## config.mk

```make
export PLATFORM = sky130hd
export DESIGN_NAME = nonce_collector
export DESIGN_NICKNAME = d
export VERILOG_FILES = /design/src/rtl/nonce_collector.sv
export SDC_FILE = /design/constraint.sdc
export NUM_CORES = 1
export LEC_CHECK = 0
export BUFFER_PORTS_ARGS = -buffer_cell sky130_fd_sc_hd__buf_2
export CAP_MARGIN = 20
export CORE_MARGIN = 2
export CORE_UTILIZATION = 47
export CTS_CLUSTER_DIAMETER = 40
export CTS_CLUSTER_SIZE = 16
export DETAILED_ROUTE_END_ITERATION = 10
export PLACE_DENSITY = 0.71
export SKIP_CTS_REPAIR_TIMING = 1
export SYNTH_ARGS = -nofsm -noshare
export SYNTH_HDL_FRONTEND = slang
export SYNTH_SLANG_ARGS = --single-unit
```

## constraint.sdc

```tcl
create_clock -name SPI_CLK -period 4.3 [get_ports SPI_CLK]
set_input_delay 0.215 -clock SPI_CLK [delete_from_list [all_inputs] [get_ports SPI_CLK]]
set_output_delay 0.215 -clock SPI_CLK [all_outputs]
set_load 0.005 [all_outputs]
```

## src/rtl/nonce_collector.sv

```systemverilog
// nonce_collector
// Harvests winning nonces from the hash macro array and queues them for the
// register bank. A rising edge on a macro's DATA_AVAILABLE marks it pending.
// Pending macros are served round-robin. The 4-byte nonce is read over the
// shared macro read bus, and {macro id, nonce} is pushed into a small FIFO.
// irq stays high while the FIFO holds entries.
//
// Ports:
//   SPI_CLK, RST          clock, synchronous active-high reset
//   DATA_AVAILABLE        per-macro result-ready level
//   DATA_FROM_HASH        read data, valid one cycle after select/address
//   MACRO_RD_SELECT       one-hot macro read select, zero when idle
//   HASH_ADDR             macro read address, zero when idle
//   bus_req / bus_gnt     shared read bus request / grant
//   result_valid          FIFO non-empty
//   result_nonce/_macro   head entry (zero when empty)
//   result_pop            pop head entry, ignored when empty
//   fifo_count            number of queued entries
//   overflow              sticky "result dropped" flag, overflow_clear clears it
//   irq                   registered (fifo_count != 0)
module nonce_collector #(
    parameter int         NUMBER_OF_MACROS = 4,
    parameter int         ID_W             = 2,
    parameter int         FIFO_DEPTH       = 4,
    parameter int         COUNT_W          = 3,
    parameter logic [5:0] NONCE_BASE       = 6'h3C
) (
    input  logic                        SPI_CLK,
    input  logic                        RST,
    input  logic [NUMBER_OF_MACROS-1:0] DATA_AVAILABLE,
    input  logic [7:0]                  DATA_FROM_HASH,
    output logic [NUMBER_OF_MACROS-1:0] MACRO_RD_SELECT,
    output logic [5:0]                  HASH_ADDR,
    output logic                        bus_req,
    input  logic                        bus_gnt,
    output logic                        result_valid,
    output logic [31:0]                 result_nonce,
    output logic [ID_W-1:0]             result_macro,
    input  logic                        result_pop,
    output logic [COUNT_W-1:0]          fifo_count,
    output logic                        overflow,
    input  logic                        overflow_clear,
    output logic                        irq
);

    localparam int AW = $clog2(FIFO_DEPTH);

    typedef enum logic [1:0] {IDLE, READ, PUSH} state_t;

    state_t                      state;
    logic [NUMBER_OF_MACROS-1:0] avail_q;
    logic [NUMBER_OF_MACROS-1:0] pending;
    logic [NUMBER_OF_MACROS-1:0] rise;
    logic [NUMBER_OF_MACROS-1:0] cur_mask;
    logic [NUMBER_OF_MACROS-1:0] clear_mask;
    logic [ID_W-1:0]             cur;
    logic [ID_W-1:0]             last_served;
    logic [ID_W-1:0]             pick;
    logic                        pick_found;
    logic [2:0]                  step;
    logic [31:0]                 nonce;
    logic                        drive;

    logic [ID_W+31:0]            mem [FIFO_DEPTH];
    logic [AW:0]                 wptr;
    logic [AW:0]                 rptr;
    logic [AW:0]                 wptr_next;
    logic [AW:0]                 rptr_next;
    logic                        empty;
    logic                        full;
    logic                        do_pop;
    logic                        do_push;
    logic                        drop;

    assign rise       = DATA_AVAILABLE & ~avail_q;
    assign cur_mask   = NUMBER_OF_MACROS'(1) << cur;
    assign clear_mask = (state == PUSH) ? cur_mask : '0;

    // Round-robin pick: first pending macro searching upward from the one
    // after last_served, wrapping around.
    always_comb begin
        pick       = '0;
        pick_found = 1'b0;
        for (int off = 1; off <= NUMBER_OF_MACROS; off++) begin
            for (int j = 0; j < NUMBER_OF_MACROS; j++) begin
                if (!pick_found && pending[j] &&
                    j == (int'(last_served) + off) % NUMBER_OF_MACROS) begin
                    pick_found = 1'b1;
                    pick       = ID_W'(j);
                end
            end
        end
    end

    // The read bus is driven only on address steps 0..3 and only while the
    // grant is present, so a grant loss releases it in the same cycle.
    assign drive           = (state == READ) && bus_gnt && (step != 3'd4);
    assign MACRO_RD_SELECT = drive ? cur_mask : '0;
    assign HASH_ADDR       = drive ? (NONCE_BASE + {3'b000, step}) : '0;
    assign bus_req         = (state == READ);

    // Edge detection, pending bookkeeping and the read sequencer.
    // Reset loads avail_q from the live DATA_AVAILABLE so that a level
    // already high across reset is not mistaken for a new result.
    always_ff @(posedge SPI_CLK) begin
        if (RST) begin
            state       <= IDLE;
            avail_q     <= DATA_AVAILABLE;
            pending     <= '0;
            cur         <= '0;
            last_served <= ID_W'(NUMBER_OF_MACROS - 1);
            step        <= 3'd0;
            nonce       <= 32'd0;
        end else begin
            avail_q <= DATA_AVAILABLE;
            pending <= (pending & ~clear_mask) | rise;
            case (state)
                IDLE: begin
                    step  <= 3'd0;
                    nonce <= 32'd0;
                    if (pick_found) begin
                        cur   <= pick;
                        state <= READ;
                    end
                end
                READ: begin
                    if (!bus_gnt) begin
                        step  <= 3'd0;
                        nonce <= 32'd0;
                        state <= IDLE;
                    end else begin
                        case (step)
                            3'd1:    nonce[7:0]   <= DATA_FROM_HASH;
                            3'd2:    nonce[15:8]  <= DATA_FROM_HASH;
                            3'd3:    nonce[23:16] <= DATA_FROM_HASH;
                            3'd4:    nonce[31:24] <= DATA_FROM_HASH;
                            default: ;
                        endcase
                        if (step == 3'd4) begin
                            step  <= 3'd0;
                            state <= PUSH;
                        end else begin
                            step <= step + 3'd1;
                        end
                    end
                end
                PUSH: begin
                    last_served <= cur;
                    state       <= IDLE;
                end
                default: state <= IDLE;
            endcase
        end
    end

    // FIFO control: a full FIFO still accepts a push when the head is popped
    // in the same cycle.
    assign empty     = (wptr == rptr);
    assign full      = (wptr[AW] != rptr[AW]) && (wptr[AW-1:0] == rptr[AW-1:0]);
    assign do_pop    = result_pop && !empty;
    assign do_push   = (state == PUSH) && (!full || do_pop);
    assign drop      = (state == PUSH) && !do_push;
    assign wptr_next = wptr + {{AW{1'b0}}, do_push};
    assign rptr_next = rptr + {{AW{1'b0}}, do_pop};

    // Pointers, sticky overflow and the registered interrupt.
    always_ff @(posedge SPI_CLK) begin
        if (RST) begin
            wptr     <= '0;
            rptr     <= '0;
            overflow <= 1'b0;
            irq      <= 1'b0;
        end else begin
            wptr <= wptr_next;
            rptr <= rptr_next;
            irq  <= (wptr_next != rptr_next);
            if (drop) begin
                overflow <= 1'b1;
            end else if (overflow_clear) begin
                overflow <= 1'b0;
            end
        end
    end

    // Entry storage needs no reset: the head outputs are masked while empty.
    always_ff @(posedge SPI_CLK) begin
        if (do_push) begin
            mem[wptr[AW-1:0]] <= {cur, nonce};
        end
    end

    assign result_valid = !empty;
    assign fifo_count   = COUNT_W'(wptr - rptr);
    assign result_nonce = empty ? 32'd0 : mem[rptr[AW-1:0]][31:0];
    assign result_macro = empty ? '0 : mem[rptr[AW-1:0]][ID_W+31:32];

endmodule

```

-- Yosys cells after proc, flatten, opt, wreduce, memory -nomap -nowiden
Memories as Yosys holds them, arrays and structs flattened. A register that Yosys moved wholly into a read port is not among the register bits.
Cells that the tools add are included.
- add/subtract/negate cells: 9
- equality and inequality tests: 28
- shift operators: 1
- mux-type cells: 54
- bitwise gates (word level): 9
- reduce and logical (&&, ||, !) cells: 73
- operators by type and width (kind ; count):
    32-bit logical NOT ; 4
    32-bit 2-to-1 mux ; 2
    32-bit case mux with 2 select lines ; 1
    2-bit 2-to-1 mux ; 19
    1-bit logical AND ; 37
    8-bit 2-to-1 mux ; 4
    3-bit equality test (first input constant) ; 8
    1-bit 2-to-1 mux ; 21
    1-bit logical NOT ; 18
    2-bit by 3-bit equality test with 1-bit output (first input constant) ; 4
    3-bit by 2-bit inequality test with 1-bit output (second input constant) ; 4
    2-bit AND reduction ; 6
    4-bit bitwise AND ; 2
    4-bit 2-to-1 mux ; 2
    4-bit inverter ; 2
    2-bit OR reduction ; 4
    3-bit by 1-bit adder with 3-bit output ; 2
    3-bit by 2-bit equality test with 1-bit output (second input constant) ; 2
    3-bit 2-to-1 mux ; 2
    6-bit 2-to-1 mux ; 1
    3-bit case mux with 2 select lines ; 1
    3-bit by 4-bit adder with 5-bit output (first input constant) ; 1
    2-bit by 1-bit adder with 2-bit output (second input constant) ; 2
    2-bit adder (second input constant) ; 2
    19 further kinds ; 23
- flip-flop bits (word level): 57
- memory bits (writable): 136
- logic and storage cells: 189
- memories: 1
- memory list (memory ; words ; width ; read ports ; clocked after memory_dff ; write ports ; RTL line ; RTL):
    mem ; 4 ; 34 ; 1 ; 1 ; 1 ; 64 ; logic [ID_W+31:0] mem [FIFO_DEPTH];

-- Depth between registers and ports, before layout
- depth in word-level cells: 68
- mapped depth: 12

-- Least setup slack after synthesis
No wires, ideal clock.
- path type: register -> register
- start point: register rptr[1]
- end point: memory mem[1][0] (netlist name) (enable)
- setup time: 0.425 ns
- arrival: 2.947 ns
- required time: 3.875 ns
- slack: 0.928 ns
- stages on the path, launching flop included: 9
- clock period less this slack: 3.372 ns
- path through: dfxtp_1 > clkbuf_1 > buf_2 > inv_1 > ha_1 > nand2_1 > o31a_1 > nand2_1 > nor2_1
- word-level cells in the longest chain between the ends: 7
- RTL lines (item ; RTL line ; RTL):
    start: declaration ; 66 ; logic [AW:0] rptr;
    start signal: assignment ; 175 ; rptr <= rptr_next;
    3-bit equality test or 2-bit equality test (tied branches) ; 158, 159 ;
    1-bit logical NOT or 1-bit logical AND (tied branches) ; 160, 159 ;
    1-bit logical AND or 1-bit logical NOT (tied branches) ; 160, 161 ;
    1-bit logical OR (*) ; 161 ; assign do_push = (state == PUSH) && (!full || do_pop);
    1-bit logical AND (*) ; 161 ;
    1-bit 2-to-1 mux (*) ; 187 ; if (do_push) begin
    1-bit 2-to-1 mux (implied by the code) (*) ; 188 ; mem[wptr[AW-1:0]] <= {cur, nonce};
    end: declaration ; 64 ;
Mark *: on every way between the ends. The rest lies on a longest branch, timed or not.

-- Final worst setup path
- start point: register rptr[0]
- end point: output result_nonce[15]
- word-level cells in the longest chain between the ends: 2
- RTL lines (item ; RTL line ; RTL):
    3-bit equality test ; 158 ; assign empty = (wptr == rptr);
    32-bit 2-to-1 mux ; 194 ; assign result_nonce = empty ? 32'd0 : mem[rptr[AW-1:0]][31:0];
    end: declaration ; 37 ; output logic [31:0] result_nonce,
Every way passes these cells.

==> impl_metrics.json <==
{
  "grt_max_degree": 37,
  "clock_latency_ns": 0.43,
  "wl_per_cell_um": 18.2,
  "maxSlewHeadroom_pct": 52.1,
  "hp-class": "primary input to flip-flop",
  "vias_per_cell": 5.33,
  "synth-async-reset-ratio_pct": 0,
  "critPathBufInv": 2,
  "max_freq_mhz": 402,
  "post-route-min-period_ns": 2.49,
  "clkTransAtPathRegs_ns": 0.07,
  "seqCellArea_um2": 5230,
  "cts_tree": "done",
  "dp_hpwl_mm": 8.63,
  "coreArea_um2": 15900,
  "synth_area_um2": 7690,
  "globalRouteOverflowTotal": 0,
  "wirelength_mm": 14.2,
  "synth_seq_cells": 193,
  "num_vias": 4154,
  "worstPathArrival_ns": 2.27,
  "yosys_warnings": 0,
  "die_w_um": 132,
  "synthTopCellsByArea": "edfxtp_1 53%, dfxtp_1 15%, mux4_2 10%, nor2b_1 3.3%, mux2i_1 3.3%",
  "fin_total_pwr_w": 0.00366,
  "slew_violations": 0,
  "fin_ws_ns": 1.81,
  "drtIter0Drc": 335,
  "hold_path_depth": 3,
  "drive_above_1_share_pct": 27.7,
  "yosysSeqAreaShare_pct": 68.0,
  "cts_max_path_buffers": 2,
  "numCtsBuffers": 17,
  "maxCapViolCount": 0,
  "area_growth_pct": 14.8,
  "h-tree-depth": 4,
  "nets": 580,
  "holdPathEnd": "nonce[17]",
  "setup_viol": 0,
  "io_buffers": 67,
  "cts.sinks": 193,
  "start_util_pct": 48.2,
  "pre_cts_ws_ns": 1.85,
  "worst_pin_slew_ns": 0.718,
  "synth_flop_cell": "edfxtp_1",
  "yosysTopAreaCellShare_pct": 53.1,
  "num_antenna_cells": 0,
  "fin_util_pct": 55.4,
  "layout_commonest_cell": "edfxtp_1",
  "worst_ep_required_time_ns": 4.09,
  "run_status": "finished, final reports clean",
  "grt_usage_pct": 17.2,
  "antenna_found_initial": 0,
  "worstSetupEndpointType": "primary output",
  "reg2reg_from": "wptr[0]",
  "synth_edf_count": 136,
  "cp_top_family": "buffers and inverters",
  "final_antenna_net_count": 0,
  "fin_tns_setup_ns": 0,
  "rrSetupSlack_ns": 1.90,
  "grt_pass1_wl_mm": 22.9,
  "final_cell_mix": "136 x edfxtp_1, 67 x buf_2, 56 x dfxtp_1, 44 x nor2_1, 41 x nor2b_1",
  "synth_top_area_cell": "edfxtp_1",
  "reg2regPathDepth": 10,
  "rsz0062_at_grt": "false",
  "dr.pass1.iters": 5,
  "fill_cells": 1304,
  "min_from": "DATA_FROM_HASH[1]",
  "worstSetupPathType": "flip-flop to primary output",
  "die_y_um": 132,
  "fin_crit_sh_pct": 57.9,
  "gp_congestion": 0.798,
  "crit_slowest_cell": "mux4_2",
  "syn_nets": 509,
  "grt_pass1_vias": 4219,
  "finalHoldViolCount": 0,
  "fin_skew_ns": 0.00879,
  "power_density_nw_per_um2": 415,
  "start_kind": "flip-flop",
  "regToRegEndpoint": "irq",
  "rows": 46,
  "syn_inst": 480,
  "power.leakage_nw": 3.32,
  "route.detailed.drc": 0,
  "avgSynthCellArea_um2": 16.0,
  "cts_root_buf": "clkbuf_16",
  "dieArea_um2": 17400,
  "slowest_delay_ns": 0.63,
  "ir_worst_vdd_uv": 345,
  "crit_chain": "buf_4 > mux4_2 > nor2b_1 > buf_2",
  "multiInputGateArea_um2": 2250,
  "cp_max_fo": 35,
  "synth_cell_type_count": 38,
  "pin_count": 68
}
layer usage:
metal,global-route usage [%],vias to the layer above,part of all wire [%]
li1,-,1926,-
met5,0,-,0
met2,27.8,120,49
met1,23.0,2093,44
met3,4.81,15,5.3
met4,5.01,0,1.2
final cells by class:
class	instances	area share (%)
Tap cell	216	3.06
Timing Repair Buffer	79	4.93
Sequential cell	193	59.2
Clock inverter	11	1.46
Clock buffer	21	5.22
Inverter	15	0.638
Multi-Input combinational cell	245	25.5
synth_stat cells, types with 9 or more instances:
master,number
buf_2,9
inv_1,15
nor2b_1,41
dfxtp_1,57
ha_1,11
mux2i_1,25
and2_1,9
nand2_1,10
nor2_1,46
a21oi_1,12
mux4_2,34
edfxtp_1,136
worst max path at each step:
stage | from | end | slack, ns | depth (start not counted)
2_1_floorplan | rptr[1] | mem[1][0] | 0.93 | 8
3_3_place_gp | wptr[0] | irq | 2.03 | 10
3_5_place_dp | wptr[0] | irq | 1.85 | 10
4_1_cts | rptr[0] | result_nonce[15] | 1.75 | 4
5_1_grt | rptr[0] | result_nonce[15] | 1.65 | 4
6_report | rptr[0] | result_nonce[15] | 1.81 | 4
registers in the layout (all words and copies together) (netlist names):
signal and count:
state 2, cur 2, nonce 32, step 3
overflow 1, irq 1, avail_q 4, mem 136
last_served 2, wptr 3, rptr 3, pending 4
per-stage QoR:
step                      cells  hold slack [ns]  area, µm²
after floorplan             480            0.243       7690
after detailed placement    744            0.336       8200
after global placement      744            0.332       8200
after global routing        780           0.0477       8830
final                       780           0.0483       8830
after CTS                   776           -0.113       8790
cells by family (layout without fill, tap and decap cells):
logic type | count (synthesis) | after routing | synth area share [%]
AND/OR/NAND/NOR | 128 | 128 | 8.63
AO/OA/AOI/OAI | 39 | 39 | 4.43
multiplexers | 59 | 59 | 13.2
adder cells (fa/ha/maj) | 12 | 12 | 2.05
buffers and inverters | 42 | 126 | 2.83
flip-flops | 193 | 193 | 68.0
XOR/XNOR | 7 | 7 | 0.895
power breakdown:
part	switching, W	internal [W]	leakage [nW]
logic	0.0000568	0.0000394	1.28
clock network	0.000658	0.000896	0.295
registers	0.0000224	0.00199	1.75
worst register-to-register path: cells and delay by family, from the launching register on:
family / cells / cell delay, ns
fa+ha+maj: 3 / 0.71
buf+inv: 2 / 0.44
xor+xnor: 2 / 0.39
flops: 1 / 0.37
simple gates: 2 / 0.26
compound gates: 1 / 0.09
Note: power is estimated with default switching activity, not from simulation.
